===== config.mk =====
export PLATFORM = sky130hd
export DESIGN_NAME = day_calendar_counter
export DESIGN_NICKNAME = d
export VERILOG_FILES = /design/src/rtl/cal_pkg.sv /design/src/rtl/month_len_lut.sv /design/src/rtl/day_calendar_counter.sv
export SDC_FILE = /design/constraint.sdc
export NUM_CORES = 1
export LEC_CHECK = 0
export ABC_AREA = 0
export BUFFER_PORTS_ARGS = -buffer_cell sky130_fd_sc_hd__buf_2
export CAP_MARGIN = 25
export CORE_MARGIN = 3
export CORE_UTILIZATION = 46
export DETAILED_ROUTE_END_ITERATION = 8
export GPL_TIMING_DRIVEN = 0
export PLACE_DENSITY = 0.76
export REMOVE_ABC_BUFFERS = 1
export SETUP_SLACK_MARGIN = 0.02
export SYNTH_ARGS = -nofsm -noshare
export SYNTH_HDL_FRONTEND = slang
export SYNTH_SLANG_ARGS = --single-unit

===== constraint.sdc =====
create_clock -name i_clk -period 2.7 [get_ports i_clk]
set_clock_uncertainty 0.05 [all_clocks]
set_input_delay 0.405 -clock i_clk [delete_from_list [all_inputs] [get_ports i_clk]]
set_output_delay 0.405 -clock i_clk [all_outputs]
set_load 0.02 [all_outputs]

===== src/rtl/cal_pkg.sv =====
// rtl/cal_pkg.sv - shared widths, month encodings and month-length constants for the calendar counter
package cal_pkg;

    localparam int DAY_W   = 5;
    localparam int MONTH_W = 4;
    localparam int YMOD_W  = 2;

    localparam logic [MONTH_W-1:0] JAN = 4'd1;
    localparam logic [MONTH_W-1:0] FEB = 4'd2;
    localparam logic [MONTH_W-1:0] MAR = 4'd3;
    localparam logic [MONTH_W-1:0] APR = 4'd4;
    localparam logic [MONTH_W-1:0] MAY = 4'd5;
    localparam logic [MONTH_W-1:0] JUN = 4'd6;
    localparam logic [MONTH_W-1:0] JUL = 4'd7;
    localparam logic [MONTH_W-1:0] AUG = 4'd8;
    localparam logic [MONTH_W-1:0] SEP = 4'd9;
    localparam logic [MONTH_W-1:0] OCT = 4'd10;
    localparam logic [MONTH_W-1:0] NOV = 4'd11;
    localparam logic [MONTH_W-1:0] DEC = 4'd12;

    localparam logic [DAY_W-1:0] DIM_31       = 5'd31;
    localparam logic [DAY_W-1:0] DIM_30       = 5'd30;
    localparam logic [DAY_W-1:0] DIM_FEB      = 5'd28;
    localparam logic [DAY_W-1:0] DIM_FEB_LEAP = 5'd29;

endpackage


===== src/rtl/month_len_lut.sv =====
// rtl/month_len_lut.sv - combinational month length lookup (days in month, 31-day flag, February flag)
module month_len_lut
    import cal_pkg::*;
#(
    parameter int LEAP_EN = 1
) (
    input  logic [MONTH_W-1:0] i_month,
    input  logic [YMOD_W-1:0]  i_ymod,
    output logic [DAY_W-1:0]   o_dim,
    output logic               o_day30_31,
    output logic               o_feb
);

    // Out-of-range months report 31 days; callers range-check the month themselves.
    always_comb begin
        o_dim      = DIM_31;
        o_day30_31 = 1'b0;
        o_feb      = 1'b0;
        case (i_month)
            JAN, MAR, MAY, JUL, AUG, OCT, DEC: begin
                o_dim      = DIM_31;
                o_day30_31 = 1'b1;
            end
            APR, JUN, SEP, NOV: begin
                o_dim = DIM_30;
            end
            FEB: begin
                o_feb = 1'b1;
                o_dim = ((LEAP_EN != 0) && (i_ymod == '0)) ? DIM_FEB_LEAP : DIM_FEB;
            end
            default: begin
                o_dim = DIM_31;
            end
        endcase
    end

endmodule


===== src/rtl/day_calendar_counter.sv =====
// rtl/day_calendar_counter.sv - calendar date register advanced by tick strobes, with validated parallel load
module day_calendar_counter
    import cal_pkg::*;
#(
    parameter int                 LEAP_EN    = 1,
    parameter logic [YMOD_W-1:0]  RESET_YMOD = '0
) (
    input  logic               i_clk,
    input  logic               i_reset,
    input  logic               i_tick,
    input  logic               i_load,
    input  logic [DAY_W-1:0]   i_load_day,
    input  logic [MONTH_W-1:0] i_load_month,
    input  logic [YMOD_W-1:0]  i_load_ymod,
    output logic [DAY_W-1:0]   o_today,
    output logic [MONTH_W-1:0] o_month,
    output logic [YMOD_W-1:0]  o_ymod,
    output logic               o_day30_31,
    output logic               o_feb,
    output logic [DAY_W-1:0]   o_dim,
    output logic               o_upd,
    output logic               o_load_err
);

    logic [DAY_W-1:0]   r_today;
    logic [MONTH_W-1:0] r_month;
    logic [YMOD_W-1:0]  r_ymod;
    logic               r_upd;
    logic               r_load_err;

    logic [DAY_W-1:0]   w_dim;
    logic               w_day30_31;
    logic               w_feb;
    logic [DAY_W-1:0]   w_ld_dim;
    logic               w_ld_day30_31;
    logic               w_ld_feb;
    logic               w_load_ok;
    logic               w_last_day;
    logic               w_last_month;

    month_len_lut #(.LEAP_EN(LEAP_EN)) u_cur_len (
        .i_month    (r_month),
        .i_ymod     (r_ymod),
        .o_dim      (w_dim),
        .o_day30_31 (w_day30_31),
        .o_feb      (w_feb)
    );

    // Load validation looks at the incoming month/ymod, never the current date.
    month_len_lut #(.LEAP_EN(LEAP_EN)) u_load_len (
        .i_month    (i_load_month),
        .i_ymod     (i_load_ymod),
        .o_dim      (w_ld_dim),
        .o_day30_31 (w_ld_day30_31),
        .o_feb      (w_ld_feb)
    );

    assign w_load_ok = (i_load_month >= JAN) && (i_load_month <= DEC) &&
                       (i_load_day != '0) && (i_load_day <= w_ld_dim);

    assign w_last_day   = (r_today >= w_dim);
    assign w_last_month = (r_month >= DEC);

    always_ff @(posedge i_clk) begin
        if (i_reset) begin
            r_today    <= 5'd1;
            r_month    <= JAN;
            r_ymod     <= RESET_YMOD;
            r_upd      <= 1'b0;
            r_load_err <= 1'b0;
        end else begin
            r_upd      <= 1'b0;
            r_load_err <= 1'b0;
            // A load always wins; a same-cycle tick is dropped even if the load is rejected.
            if (i_load) begin
                if (w_load_ok) begin
                    r_today <= i_load_day;
                    r_month <= i_load_month;
                    r_ymod  <= i_load_ymod;
                    r_upd   <= 1'b1;
                end else begin
                    r_load_err <= 1'b1;
                end
            end else if (i_tick) begin
                r_upd <= 1'b1;
                if (!w_last_day) begin
                    r_today <= r_today + 5'd1;
                end else begin
                    r_today <= 5'd1;
                    if (w_last_month) begin
                        r_month <= JAN;
                        r_ymod  <= r_ymod + 2'd1;
                    end else begin
                        r_month <= r_month + 4'd1;
                    end
                end
            end
        end
    end

    assign o_today    = r_today;
    assign o_month    = r_month;
    assign o_ymod     = r_ymod;
    assign o_day30_31 = w_day30_31;
    assign o_feb      = w_feb;
    assign o_dim      = w_dim;
    assign o_upd      = r_upd;
    assign o_load_err = r_load_err;

endmodule

# Word level (Yosys, flattened, before mapping)
# Index checks and enable logic that the tools add are counted.
[word_totals]
regBits = 13
mem_count = 0
word_cells = 72
output_inout_bits = 20
romBits = 0
latch_bits = 0
ramBits = 0
[classes]
mul = 0
n_div = 0
n_lt_le_gt_ge = 5
n_shift = 0
n_reduce_logical = 16
muxes = 24
n_addsub = 3
n_eq_ne = 18
n_bitwise = 1
[ops]
columns = ["cell", "n"]
rows = [
  ["4-bit == test, second input constant", 7],
  ["4-bit by 3-bit == test with 1-bit output, second input constant", 6],
  ["4-bit two-way mux", 5],
  ["5-bit two-way mux", 4],
  ["5-bit case mux with 2 select lines", 2],
  ["4-bit by 2-bit == test with 1-bit output, second input constant", 3],
  ["2-bit two-way mux", 5],
  ["1-bit two-way mux", 8],
  ["4-bit OR reduction", 2],
  ["7-bit OR reduction", 1],
  ["2-bit nonzero test", 3],
  ["5-bit by 1-bit adder with 5-bit output, second input constant", 1],
  ["5-bit greater-or-equal comparator", 1],
  ["5-bit <= comparator", 1],
  ["5-bit nonzero test", 1],
  ["4-bit by 1-bit adder with 4-bit output, second input constant", 1],
  ["4-bit by 1-bit == test with 1-bit output, second input constant", 1],
  ["4-bit by 1-bit greater-or-equal comparator with 1-bit output, second input constant", 1],
  ["4-bit greater-or-equal comparator, second input constant", 1],
  ["4-bit <= comparator, second input constant", 1],
  ["2-bit logical NOT", 2],
  ["4-bit AND reduction", 1],
  ["1-bit logical AND", 3],
  ["3-bit AND reduction", 1],
  ["other kinds (5)", 5],
]

# Logic depth before layout (Yosys ltp)
[logic_depth]
ltp_word = 7
depth_mapped = 11
depth_no_buf = 11

# Modules after synthesis
# A second synthesis with hierarchy kept.
[unflattened]
hier_cells = 149
area_unflattened_um2 = 1157.4
[modules_own_cells]
columns = ["mod", "n_inst", "area_per_inst_um2", "seq_area_each_um2", "cells_per_inst"]
rows = [
  ["day_calendar_counter", 1, 987.2, 260.2, 123],
  ["month_len_lut", 2, 85.1, 0.0, 13],
]

# Worst setup path before layout
# No wires, ideal clock.
[synth_timing]
path_type = "flip-flop to flip-flop"
start = "register r_month[0] (netlist: o_month[0])"
end = "register r_today[3] (netlist: o_today[3])"
path_buffers = 0
stages_incl_launch_ff = 12
synth_period_minus_slack_ns = 3.075
t_arrival_ns = 2.924
setup_slack_ns = -0.375
required_ns = 2.549
setup_ns = 0.101
cell_sequence = "dfxtp_1 -> inv_1 -> ha_1 -> o21ai_0 -> a21oi_1 -> a21oi_1 -> ha_1 -> nor3b_1 -> nor2_1 -> o21ai_0 -> a211oi_1 -> o41ai_1"
[synth_between]
elab_chain_len = 7
[synth_lines]
columns = ["item", "line", "source"]
rows = [
  ["start: declaration", "day_calendar_counter.sv:26", "logic [MONTH_W-1:0] r_month;"],
  ["start signal: assignment", "day_calendar_counter.sv:78", "r_month <= i_load_month;"],
  ["start signal: assignment", "day_calendar_counter.sv:94", "r_month <= r_month + 4'd1;"],
  ["4-bit by 3-bit == test with 1-bit output / 4-bit == test (equally long branches)", "month_len_lut.sv:19", "case (i_month)"],
  ["4-bit OR reduction", "month_len_lut.sv:19", ""],
  ["5-bit case mux with 2 select lines (*)", "month_len_lut.sv:19", ""],
  ["named net o_dim[0]", "day_calendar_counter.sv:20", "output logic [DAY_W-1:0] o_dim,"],
  ["5-bit greater-or-equal comparator (*)", "day_calendar_counter.sv:61", "assign w_last_day = (r_today >= w_dim);"],
  ["5-bit two-way mux (*)", "day_calendar_counter.sv:86", "if (!w_last_day) begin"],
  ["5-bit two-way mux (*)", "day_calendar_counter.sv:84", "end else if (i_tick) begin"],
  ["5-bit two-way mux (*)", "day_calendar_counter.sv:75", "if (i_load) begin"],
  ["end signal: assignment", "day_calendar_counter.sv:77", "r_today <= i_load_day;"],
  ["end signal: assignment", "day_calendar_counter.sv:87", "r_today <= r_today + 5'd1;"],
  ["end: declaration", "day_calendar_counter.sv:25", "logic [DAY_W-1:0] r_today;"],
]
# Mark *: on every way through the listed nets, which the timed path passes. The rest lies on a longest branch. The select of a mux whose other input is x is not followed.
# A chain may end at the register's enable or synchronous reset.

# Final worst setup path
[layout_timing]
start = "register r_month[0] (netlist: o_month[0])"
end = "register r_ymod[1] (netlist: o_ymod[1])"
[layout_between]
elab_chain_len = 6
[layout_lines]
columns = ["item", "line", "source"]
rows = [
  ["4-bit by 3-bit == test with 1-bit output / 4-bit == test (equally long branches)", "month_len_lut.sv:19", ""],
  ["4-bit OR reduction", "month_len_lut.sv:19", ""],
  ["5-bit case mux with 2 select lines", "month_len_lut.sv:19", ""],
  ["5-bit greater-or-equal comparator", "day_calendar_counter.sv:61", ""],
  ["2-bit nonzero test (no source line)", "--", ""],
  ["4-bit AND reduction (no source line) (*)", "--", ""],
  ["end signal: assignment", "day_calendar_counter.sv:79", "r_ymod <= i_load_ymod;"],
  ["end signal: assignment", "day_calendar_counter.sv:92", "r_ymod <= r_ymod + 2'd1;"],
  ["end: declaration", "day_calendar_counter.sv:27", "logic [YMOD_W-1:0] r_ymod;"],
]
# Mark *: on every way between the ends. The rest lies on a longest branch, timed or not.

==> flow_summary.yaml <==
detailed_routing:
  num_vias: 1159
  drc: 0
  wl_per_cell_um: 14.8
  antenna_left: 0
  drtPass1Iterations: 4
  postRouteWirelength_um: 2920
  viasPerCell: 5.85
  drt_iter0_markers: 42
clock_network:
  numCtsBuffers: 3
  clock_path_buffers: 2
  cts-hold-fix-buffers: 0
  htree_levels: 1
  clock_latency_ps: 290
  path_clk_slew_ps: 80
  clkSinkCount: 13
  cts_root_buf: "clkbuf_4"
  cts_tree: "done"
critical_path:
  crit_required_ps: 2870
  cp_data_arrival_time_ps: 2780
  end_kind: "flip-flop"
  crit_fanout: 8
  regToRegSetupSlack_ps: 90
  path_class: "flip-flop to flip-flop"
  r2r_cells: 11
  timing.rr.start: "o_month[0]"
  crit_start: "o_month[0]"
  crit_end: "o_ymod[1]"
  r2r-end: "o_ymod[1]"
  worst_setup_path_start_kind: "flip-flop"
timing:
  whs_ps: 346
  tightest_slew_ps: 492
  min_period_over_period_pct: 96.8
  max_slew_margin_pct: 66.8
  fmaxAchievable_ghz: 0.383
  rsz0062_at_grt: "yes"
  period_needed_ps: 2610
  drv_slew: 0
  hold_viol: 0
  setup_viol: 0
  setup_ws_ps: 86.0
synthesis:
  synth_top_cells_by_area: "dfxtp_1 (23%), ha_1 (11%), nor3_1 (4.0%), a211oi_1 (4.0%), nor3b_1 (4.0%)"
  syn_area_mm2: 0.00113
  synth-adder-area-share_pct: 11.1
  syn_avg_cell_area_um2: 7.99
  async_flop_share_pct: 0
  synth_top_family_by_area: "simple AND/OR/NAND/NOR gates"
  yosys.area_share.simple_pct: 32.2
  ys_seq_area_share_pct: 23.1
  synth_cell_type_count: 44
  yosysTopAreaCellShare_pct: 23.1
  synth-seq-cells: 13
  synth_compound_area_share_pct: 20.3
  synth_flop_cell: "dfxtp_1"
  synth_xor_area_share_pct: 0
  synthMuxAreaShare_pct: 4.00
  yosysMostFrequentCell: "dfxtp_1"
  synth_cells: 141
  ys_top_cells_by_count: "dfxtp_1 (13), ha_1 (10), nor2_1 (10)"
  synth_edf_count: 0
  synth_warnings: 0
  yosysTopAreaCell: "dfxtp_1"
die:
  core_mm2: 0.00228
  die_w_um: 55.5
  io_pins: 35
  initial_utilization_pct: 49.5
  die_y_um: 55.5
  die-area_mm2: 0.00308
  num_rows: 17
layout:
  layout-drive-gt1-share_pct: 28.2
  diodes: 0
  nNetsFinal: 196
  syn_to_final_growth_pct: 19.2
  fill_cells: 219
  instances_no_fill: 198
place:
  dp_hpwl_um: 2130
  post-place-ws_ps: -274
  place_inst: 192
  gp_congestion: 0.790
  place.port_buffers: 31
global_route:
  grt_overflow: 0
  grt_pass1_vias: 1033
  groute.usage.overall_pct: 18.4
  grt_antenna_before_repair: 0
  grt_pass1_wl_um: 4660
  grt_max_degree: 21
min_path:
  hold_start: "i_load_ymod[0]"
  min_path_cells: 3
  min_path_type: "input pin to flip-flop"
power:
  vdd_drop_max_uv: 294
  p_int_mw: 0.343
  powerDensity_mw_per_mm2: 412
  sw_frac_of_total_pct: 37.9
  power_frac_seq_pct: 41.7
  p_leak_nw: 0.579
  p_total_mw: 0.553
  pwr-share-clk_pct: 23.7
  combPwrFrac_pct: 34.6
  netSwitchingPower_mw: 0.210
status:
  status: "finished, final reports clean"
run:
  drv_cap: 0
-- sequential cells by signal (all words and copies together), names as in the netlist --
register / count
o_load_err: 1
o_month: 4
o_today: 5
o_upd: 1
o_ymod: 2
-- what timing repair did --
item / in CTS / in global routing
setup buffers: 0 / 2
setup endpoints to repair: 9 / 9
resized for setup: 3 / 8
pin swaps: 0 / 6
-- kinds of logic (layout without fill, tap and decap cells) --
group                      count (synthesis)  after routing
adders and majority gates                 10             10
and+or+nand+nor                           60             60
muxes                                      4              4
AOI/OAI and AO/OA                         34             34
buffers and inverters                     19             46
other                                      1              3
DFF                                       13             13
-- power groups by stage --
stage	logic (mW)	clock network (mW)	registers [mW]
2_1_floorplan	0.0990	0	0.248
3_3_place_gp	0.173	0	0.232
3_5_place_dp	0.178	0	0.233
4_1_cts	0.183	0.134	0.229
5_1_grt	0.211	0.141	0.234
6_report	0.192	0.131	0.230
-- critical path, stage by stage (launching register included) --
cell and delay (ps):
dfxtp_4 400, inv_1 70, ha_1 210, o21ai_0 170, a21oi_1 100, a21oi_2 230
ha_4 190, nor3b_4 50, nor4_4 390, nand3_2 150, or3b_1 400, a31oi_1 130
-- worst min-delay path by stage --
stage	to	slack, ps
6_report	o_ymod[0]	350
3_5_place_dp	o_ymod[1]	460
3_3_place_gp	o_ymod[1]	440
5_1_grt	o_ymod[1]	370
4_1_cts	o_ymod[1]	340
2_1_floorplan	o_month[3]	420
-- per-layer routing --
metal  track usage, %  share of wire, %  vias to the layer above
met3             3.27               4.9                        5
li1                 -                 -                      578
met5                0                 0                        -
met1             23.9                45                      530
met4             8.33               1.4                        0
met2             29.4                49                       46
-- metrics by stage --
| stage | util (%) | area, um2 | setup TNS, ps |
|---|---|---|---|
| after floorplan | - | 1070 | -2750 |
| after global placement | 55.3 | 1260 | -479 |
| final | 59.0 | 1340 | 0 |
| after detailed placement | 55.3 | 1260 | -1260 |
| after CTS | 57.0 | 1300 | 0 |
| after global routing | 59.0 | 1340 | -89.8 |
-- cells in the final DEF, fill, tap and decap left out, types with 2 or more instances in the layout --
cell type   n
buf_2      31
nor2_1     10
dfxtp_1    10
inv_1       9
nor3_1      9
ha_1        8
nand2_1     7
o21ai_0     6
a211oi_1    6
a21oi_1     5
nand3_1     5
nor3b_1     4
a31oi_1     4
nor2b_1     4
and3_1      3
mux2i_1     3
nand3b_1    3
conb_1      3
clkbuf_4    3
nand2b_1    2
a211o_1     2
a311oi_1    2
dfxtp_4     2
buf_4       2
-- layout make-up --
cell class | instances | area [um2] | share of cell area [%]
multi-input cells | 111 | 808 | 60.2
flip-flops and latches | 13 | 269 | 20.0
repair buffers | 33 | 170 | 12.7
well taps | 28 | 35.0 | 2.61
inverters | 9 | 33.8 | 2.52
clock buffers | 4 | 26.3 | 1.96
Power figures use the tool's default switching activity.
